File: src/rtl/int_add_operand_issue_if.sv
// Handshake bundle between the operand producer, the issue stage, the external
// adder and the result consumer.
interface int_add_operand_issue_if #(
    parameter int WIDTH = 32,
    parameter int DEPTH = 4
);
    localparam int PTR_W = $clog2(DEPTH);

    logic             in_valid;
    logic             in_ready;
    logic [WIDTH-1:0] in_a;
    logic [WIDTH-1:0] in_b;
    logic [WIDTH-1:0] add_a;
    logic [WIDTH-1:0] add_b;
    logic [WIDTH-1:0] add_c;
    logic             res_valid;
    logic             res_ready;
    logic [WIDTH-1:0] res_data;
    logic [PTR_W:0]   count;

    modport slave (
        input  in_valid, in_a, in_b, add_c, res_ready,
        output in_ready, add_a, add_b, res_valid, res_data, count
    );

    modport master (
        output in_valid, in_a, in_b, add_c, res_ready,
        input  in_ready, add_a, add_b, res_valid, res_data, count
    );
endinterface

File: src/rtl/int_add_operand_issue.sv
// Operand FIFO -> issue register -> result register around an external
// combinational 32-bit adder; one add per cycle without back-pressure.
module int_add_operand_issue #(
    parameter int  WIDTH = 32,
    parameter int  DEPTH = 4,
    localparam int PTR_W = $clog2(DEPTH)
) (
    input  logic                     clk,
    input  logic                     rst,
    int_add_operand_issue_if.slave   bus
);

    localparam logic [PTR_W:0] FULL_CNT = (PTR_W + 1)'(DEPTH);

    logic [WIDTH-1:0] mem_a_q [DEPTH];
    logic [WIDTH-1:0] mem_b_q [DEPTH];

    logic [PTR_W-1:0] wr_ptr_q, wr_ptr_d;
    logic [PTR_W-1:0] rd_ptr_q, rd_ptr_d;
    logic [PTR_W:0]   count_q, count_d;
    logic             iss_valid_q, iss_valid_d;
    logic [WIDTH-1:0] add_a_q, add_a_d;
    logic [WIDTH-1:0] add_b_q, add_b_d;
    logic             res_valid_q, res_valid_d;
    logic [WIDTH-1:0] res_data_q, res_data_d;

    logic in_ready_s;
    logic push_s;
    logic adv_res_s;
    logic adv_iss_s;

    // Handshake qualifiers and next-state for every pipeline register.
    always_comb begin
        // in_ready depends only on registered count, never on in_valid.
        in_ready_s = (count_q != FULL_CNT);
        push_s     = bus.in_valid & in_ready_s & rst;
        adv_res_s  = iss_valid_q & (~res_valid_q | bus.res_ready);
        adv_iss_s  = (count_q != '0) & (~iss_valid_q | adv_res_s);

        wr_ptr_d    = wr_ptr_q;
        rd_ptr_d    = rd_ptr_q;
        count_d     = count_q;
        iss_valid_d = iss_valid_q;
        add_a_d     = add_a_q;
        add_b_d     = add_b_q;
        res_valid_d = res_valid_q;
        res_data_d  = res_data_q;

        if (push_s) begin
            wr_ptr_d = wr_ptr_q + PTR_W'(1);
        end else begin
            wr_ptr_d = wr_ptr_q;
        end

        if (adv_iss_s) begin
            rd_ptr_d    = rd_ptr_q + PTR_W'(1);
            add_a_d     = mem_a_q[rd_ptr_q];
            add_b_d     = mem_b_q[rd_ptr_q];
            iss_valid_d = 1'b1;
        end else if (adv_res_s) begin
            iss_valid_d = 1'b0;
        end else begin
            iss_valid_d = iss_valid_q;
        end

        case ({push_s, adv_iss_s})
            2'b10:   count_d = count_q + (PTR_W + 1)'(1);
            2'b01:   count_d = count_q - (PTR_W + 1)'(1);
            default: count_d = count_q;
        endcase

        if (adv_res_s) begin
            res_data_d  = bus.add_c;
            res_valid_d = 1'b1;
        end else if (res_valid_q & bus.res_ready) begin
            res_valid_d = 1'b0;
        end else begin
            res_valid_d = res_valid_q;
        end
    end

    // Operand storage; deliberately not reset since pointers define validity.
    always_ff @(posedge clk) begin
        if (push_s) begin
            mem_a_q[wr_ptr_q] <= bus.in_a;
            mem_b_q[wr_ptr_q] <= bus.in_b;
        end
    end

    // Pipeline control and datapath registers.
    always_ff @(posedge clk or negedge rst) begin
        if (!rst) begin
            wr_ptr_q    <= '0;
            rd_ptr_q    <= '0;
            count_q     <= '0;
            iss_valid_q <= 1'b0;
            add_a_q     <= '0;
            add_b_q     <= '0;
            res_valid_q <= 1'b0;
            res_data_q  <= '0;
        end else begin
            wr_ptr_q    <= wr_ptr_d;
            rd_ptr_q    <= rd_ptr_d;
            count_q     <= count_d;
            iss_valid_q <= iss_valid_d;
            add_a_q     <= add_a_d;
            add_b_q     <= add_b_d;
            res_valid_q <= res_valid_d;
            res_data_q  <= res_data_d;
        end
    end

    assign bus.in_ready  = in_ready_s;
    assign bus.add_a     = add_a_q;
    assign bus.add_b     = add_b_q;
    assign bus.res_valid = res_valid_q;
    assign bus.res_data  = res_data_q;
    assign bus.count     = count_q;

endmodule

File: src/flat_wrapper.sv
// flat-port wrapper written by rule: the top's interface ports become plain ports
module int_add_operand_issue_flat 
#(
    parameter int  WIDTH = 32,
    parameter int  DEPTH = 4,
    localparam int PTR_W = $clog2(DEPTH)
)
  (clk, rst, bus_in_valid, bus_in_a, bus_in_b, bus_add_c, bus_res_ready, bus_in_ready, bus_add_a, bus_add_b, bus_res_valid, bus_res_data, bus_count);
  int_add_operand_issue_if #(.WIDTH(WIDTH), .DEPTH(DEPTH)) bus_i ();
  input  logic clk;
  input  logic rst;
  input wire logic [$bits(bus_i.in_valid)-1:0] bus_in_valid;
  input wire logic [$bits(bus_i.in_a)-1:0] bus_in_a;
  input wire logic [$bits(bus_i.in_b)-1:0] bus_in_b;
  input wire logic [$bits(bus_i.add_c)-1:0] bus_add_c;
  input wire logic [$bits(bus_i.res_ready)-1:0] bus_res_ready;
  output wire logic [$bits(bus_i.in_ready)-1:0] bus_in_ready;
  output wire logic [$bits(bus_i.add_a)-1:0] bus_add_a;
  output wire logic [$bits(bus_i.add_b)-1:0] bus_add_b;
  output wire logic [$bits(bus_i.res_valid)-1:0] bus_res_valid;
  output wire logic [$bits(bus_i.res_data)-1:0] bus_res_data;
  output wire logic [$bits(bus_i.count)-1:0] bus_count;
  assign bus_i.in_valid = bus_in_valid;
  assign bus_i.in_a = bus_in_a;
  assign bus_i.in_b = bus_in_b;
  assign bus_i.add_c = bus_add_c;
  assign bus_i.res_ready = bus_res_ready;
  assign bus_in_ready = bus_i.in_ready;
  assign bus_add_a = bus_i.add_a;
  assign bus_add_b = bus_i.add_b;
  assign bus_res_valid = bus_i.res_valid;
  assign bus_res_data = bus_i.res_data;
  assign bus_count = bus_i.count;
  int_add_operand_issue #(.WIDTH(WIDTH), .DEPTH(DEPTH)) u_core (.clk(clk), .rst(rst), .bus(bus_i));
endmodule
File: config.mk
export PLATFORM = sky130hd
export DESIGN_NAME = int_add_operand_issue_flat
export DESIGN_NICKNAME = d
export VERILOG_FILES = /design/src/rtl/int_add_operand_issue_if.sv /design/src/rtl/int_add_operand_issue.sv /design/src/flat_wrapper.sv
export SDC_FILE = /design/constraint.sdc
export NUM_CORES = 1
export LEC_CHECK = 0
export CAP_MARGIN = 20
export CELL_PAD_IN_SITES_DETAIL_PLACEMENT = 0
export CELL_PAD_IN_SITES_GLOBAL_PLACEMENT = 1
export CORE_ASPECT_RATIO = 0.6
export CORE_MARGIN = 2
export CORE_UTILIZATION = 47
export DETAILED_ROUTE_END_ITERATION = 6
export GPL_TIMING_DRIVEN = 0
export HOLD_SLACK_MARGIN = 0.05
export MAX_ROUTING_LAYER = met4
export PLACE_DENSITY = 0.77
export SYNTH_ARGS = -nofsm -noshare
export SYNTH_HDL_FRONTEND = slang
export SYNTH_SLANG_ARGS = --single-unit
File: constraint.sdc
create_clock -name clk -period 3.6 [get_ports clk]
set_input_delay 0.72 -clock clk [delete_from_list [all_inputs] [get_ports clk]]
set_output_delay 0.72 -clock clk [all_outputs]
set_load 0.02 [all_outputs]
==> results_dict.tcl <==
set metrics [dict create \
    synth.distinct_cells 25 \
    report.final.setup_viol 0 \
    setup_tns_ns 0 \
    nNetsFinal 927 \
    yosysTopAreaCell "edfxtp_1" \
    synth_flop_cell "edfxtp_1" \
    synthTopCellsByArea "edfxtp_1, dfrtp_1, mux4_2" \
    vias_per_cell 5.24 \
    period_minus_slack_ns 2.78 \
    gp_congestion 0.742 \
    cts_max_path_buffers 3 \
    grt_max_degree 60 \
    antenna_found_initial 0 \
    ys_ff_latch 361 \
    syn_area_per_cell_um2 23.2 \
    grt_pass1_vias 7069 \
    crit_path_top_delay_cell "a21oi_1" \
    multi_input_area_mm2 0.00293 \
    cts-resized-gates 0 \
    cts-hold-fix-buffers 0 \
    start_util_pct 48.3 \
    post-route-drc-count 0 \
    port_buffers 200 \
    die_h_um 135 \
    regArea_mm2 0.0103 \
    nFillCells 1936 \
    dpl.cell_count 1151 \
    seq_area_frac_synth_pct 76.7 \
    status "finished, final reports clean" \
    layout_commonest_cell "edfxtp_1" \
    synthCells 579 \
    drt_iter0_drc 386 \
    yosys_warnings 0 \
    relSlewSlack_pct 47.2 \
    worstPathCellList "buf_6, buf_16, nand2_1, a21oi_1, inv_1, ha_1, fa_1, xnor2_1, nor2_1, xor2_1" \
    via_count 6362 \
    rsz0062_at_grt "false" \
    drv_slew 0 \
    hold_class "in2async" \
    cts_buffers 35 \
    synth_top_area_share_pct 57.2 \
    grt_usage_pct 19.4 \
    drive_gt1_share_pct 29.2 \
    rows 47 \
    tightest_slew_ns 0.792 \
    critPathArrivalTime_ns 3.21 \
    synth_nets 685 \
    clock-root-buffer "clkbuf_16" \
    grt_pass1_wl_mm 42.0 \
    path_class "in2reg" \
    area_delta_synth_final_pct 27.8 \
    n_antenna_cell 0 \
    fin_total_pwr_uw 14200 \
    routed_wl_mm 27.1 \
    cts_tree "done" \
    max_freq_mhz 360 \
    instances_no_fill 1214 \
    hpwl_mm 16.9 \
    htree_num_levels 2 \
    reg2reg_depth 9 \
    p_per_area_mw_per_mm2 826 \
    fin_skew_ns 0.0106 \
    leakagePower_uw 0.00612 \
    critPathCaptureType "flop" \
    hold_violations 0 \
    drv_cap 0 \
    ant_nets 0 \
    startpoint_type "input port" \
    pin_count 201 \
    drt_pass1_iterations 4 \
    die-area_mm2 0.0300 \
    async_flop_share_pct 29.1 \
    critical-path-max-stage-delay_ns 0.44 \
    fp.dieW_um 222 \
    gr-total-overflow 0 \
    max-vdd-ir-drop_mv 0.446 \
    synth_edf_count 256 \
    clk_latency_ns 0.52 \
    post-cts-setup-buffer-count 0 \
    clk_transition_reported_paths_ns 0.06 \
    coreArea_mm2 0.0278 \
    wl_per_cell_um 22.3 \
    required_ns 4.03 \
    final_cell_mix "edfxtp_1, clkdlybuf4s50_1, dfrtp_1" \
    clock_sinks 361 \
    syn_area_mm2 0.0134 \
    crit_fanout 59 \
    fin_crit_sh_pct 77.2 \
]
-- per-stage QoR --
step	hold WS [ns]	utilization [%]	instance area (um2)	setup WS, ns
after CTS	0.153	61.8	17200	0.758
after floorplan	0.424	-	13400	0.521
after global placement	0.472	57.2	15900	-5.65
after global routing	0.165	61.8	17200	0.472
final	0.146	61.8	17200	0.822
after detailed placement	0.489	57.7	16100	0.215
-- sequential cells by signal, indices dropped and copies added, names as in the netlist --
signal                cells
u_core.bus.add_a         32
u_core.bus.count          3
u_core.mem_a_q          128
u_core.bus.add_b         32
u_core.mem_b_q          128
u_core.iss_valid_q        1
u_core.rd_ptr_q           2
u_core.bus.res_data      32
u_core.wr_ptr_q           2
u_core.bus.res_valid      1
-- routing by layer --
layer	global-route usage (%)	wire length, um	vias up
li1	-	-	2812
met1	26.0	11900	3339
met2	31.0	13500	169
met3	3.87	1280	42
met4	4.58	413	0
met5	-	0	-
-- layout make-up --
type	count	area share [%]
multi-input cells	191	17.1
clock buffers	45	5.68
well taps	367	2.67
inverters	3	0.0656
flip-flops and latches	361	60.1
clock inverters	18	0.874
plain buffers	24	1.11
repair buffers	205	12.5
-- path summary, 6_finish.rpt --
| kind | slack (ns) | endpoint | from |
|---|---|---|---|
| worst max-delay path | 0.82 | u_core.bus.count[2] | rst |
| worst min-delay path | 0.15 | u_core.bus.add_b[2] | rst |
| worst max register to register | 1.10 | u_core.bus.count[2] | u_core.bus.count[0] |
| worst min register to register | 0.50 | u_core.bus.res_valid | u_core.iss_valid_q |
| max in group asynchronous | 2.73 | u_core.bus.add_a[25] | rst |
| min in group clk | 0.50 | u_core.bus.res_valid | u_core.iss_valid_q |
-- critical path: cells and delay by family --
family / cells / cell delay (ns)
simple gates: 2 / 0.22
compound gates: 1 / 0.44
xor+xnor: 2 / 0.30
fa+ha+maj: 2 / 0.65
buf+inv: 3 / 0.80
-- synth_stat cells, types with 2 or more instances --
library cell	n
inv_1	3
edfxtp_1	256
buf_1	2
buf_4	2
nor2_1	2
buf_12	4
mux4_2	64
ha_1	5
buf_6	2
xnor2_1	4
xor2_1	2
nand2b_1	3
mux2_4	38
buf_2	11
mux2_2	60
dfrtp_1	105
and2_1	4
clkbuf_1	3
nand2_1	3
-- where the power goes --
part	switching, uW	leakage [uW]	internal (uW)
Sequential	424	0.00354	5340
Clock	1520	0.000547	2070
Combinational	2180	0.00203	2660
-- kinds of logic after synthesis --
kind of cell	count (synthesis)	synth area share (%)
adders and majority gates	6	0.614
buffers and inverters	27	1.51
AOI/OAI and AO/OA	1	0.0372
DFF	361	76.7
and+or+nand+nor	16	0.707
muxes	162	20.0
xor gates and xnor gates	6	0.391
No activity file was read; power rests on OpenSTA's default activity.
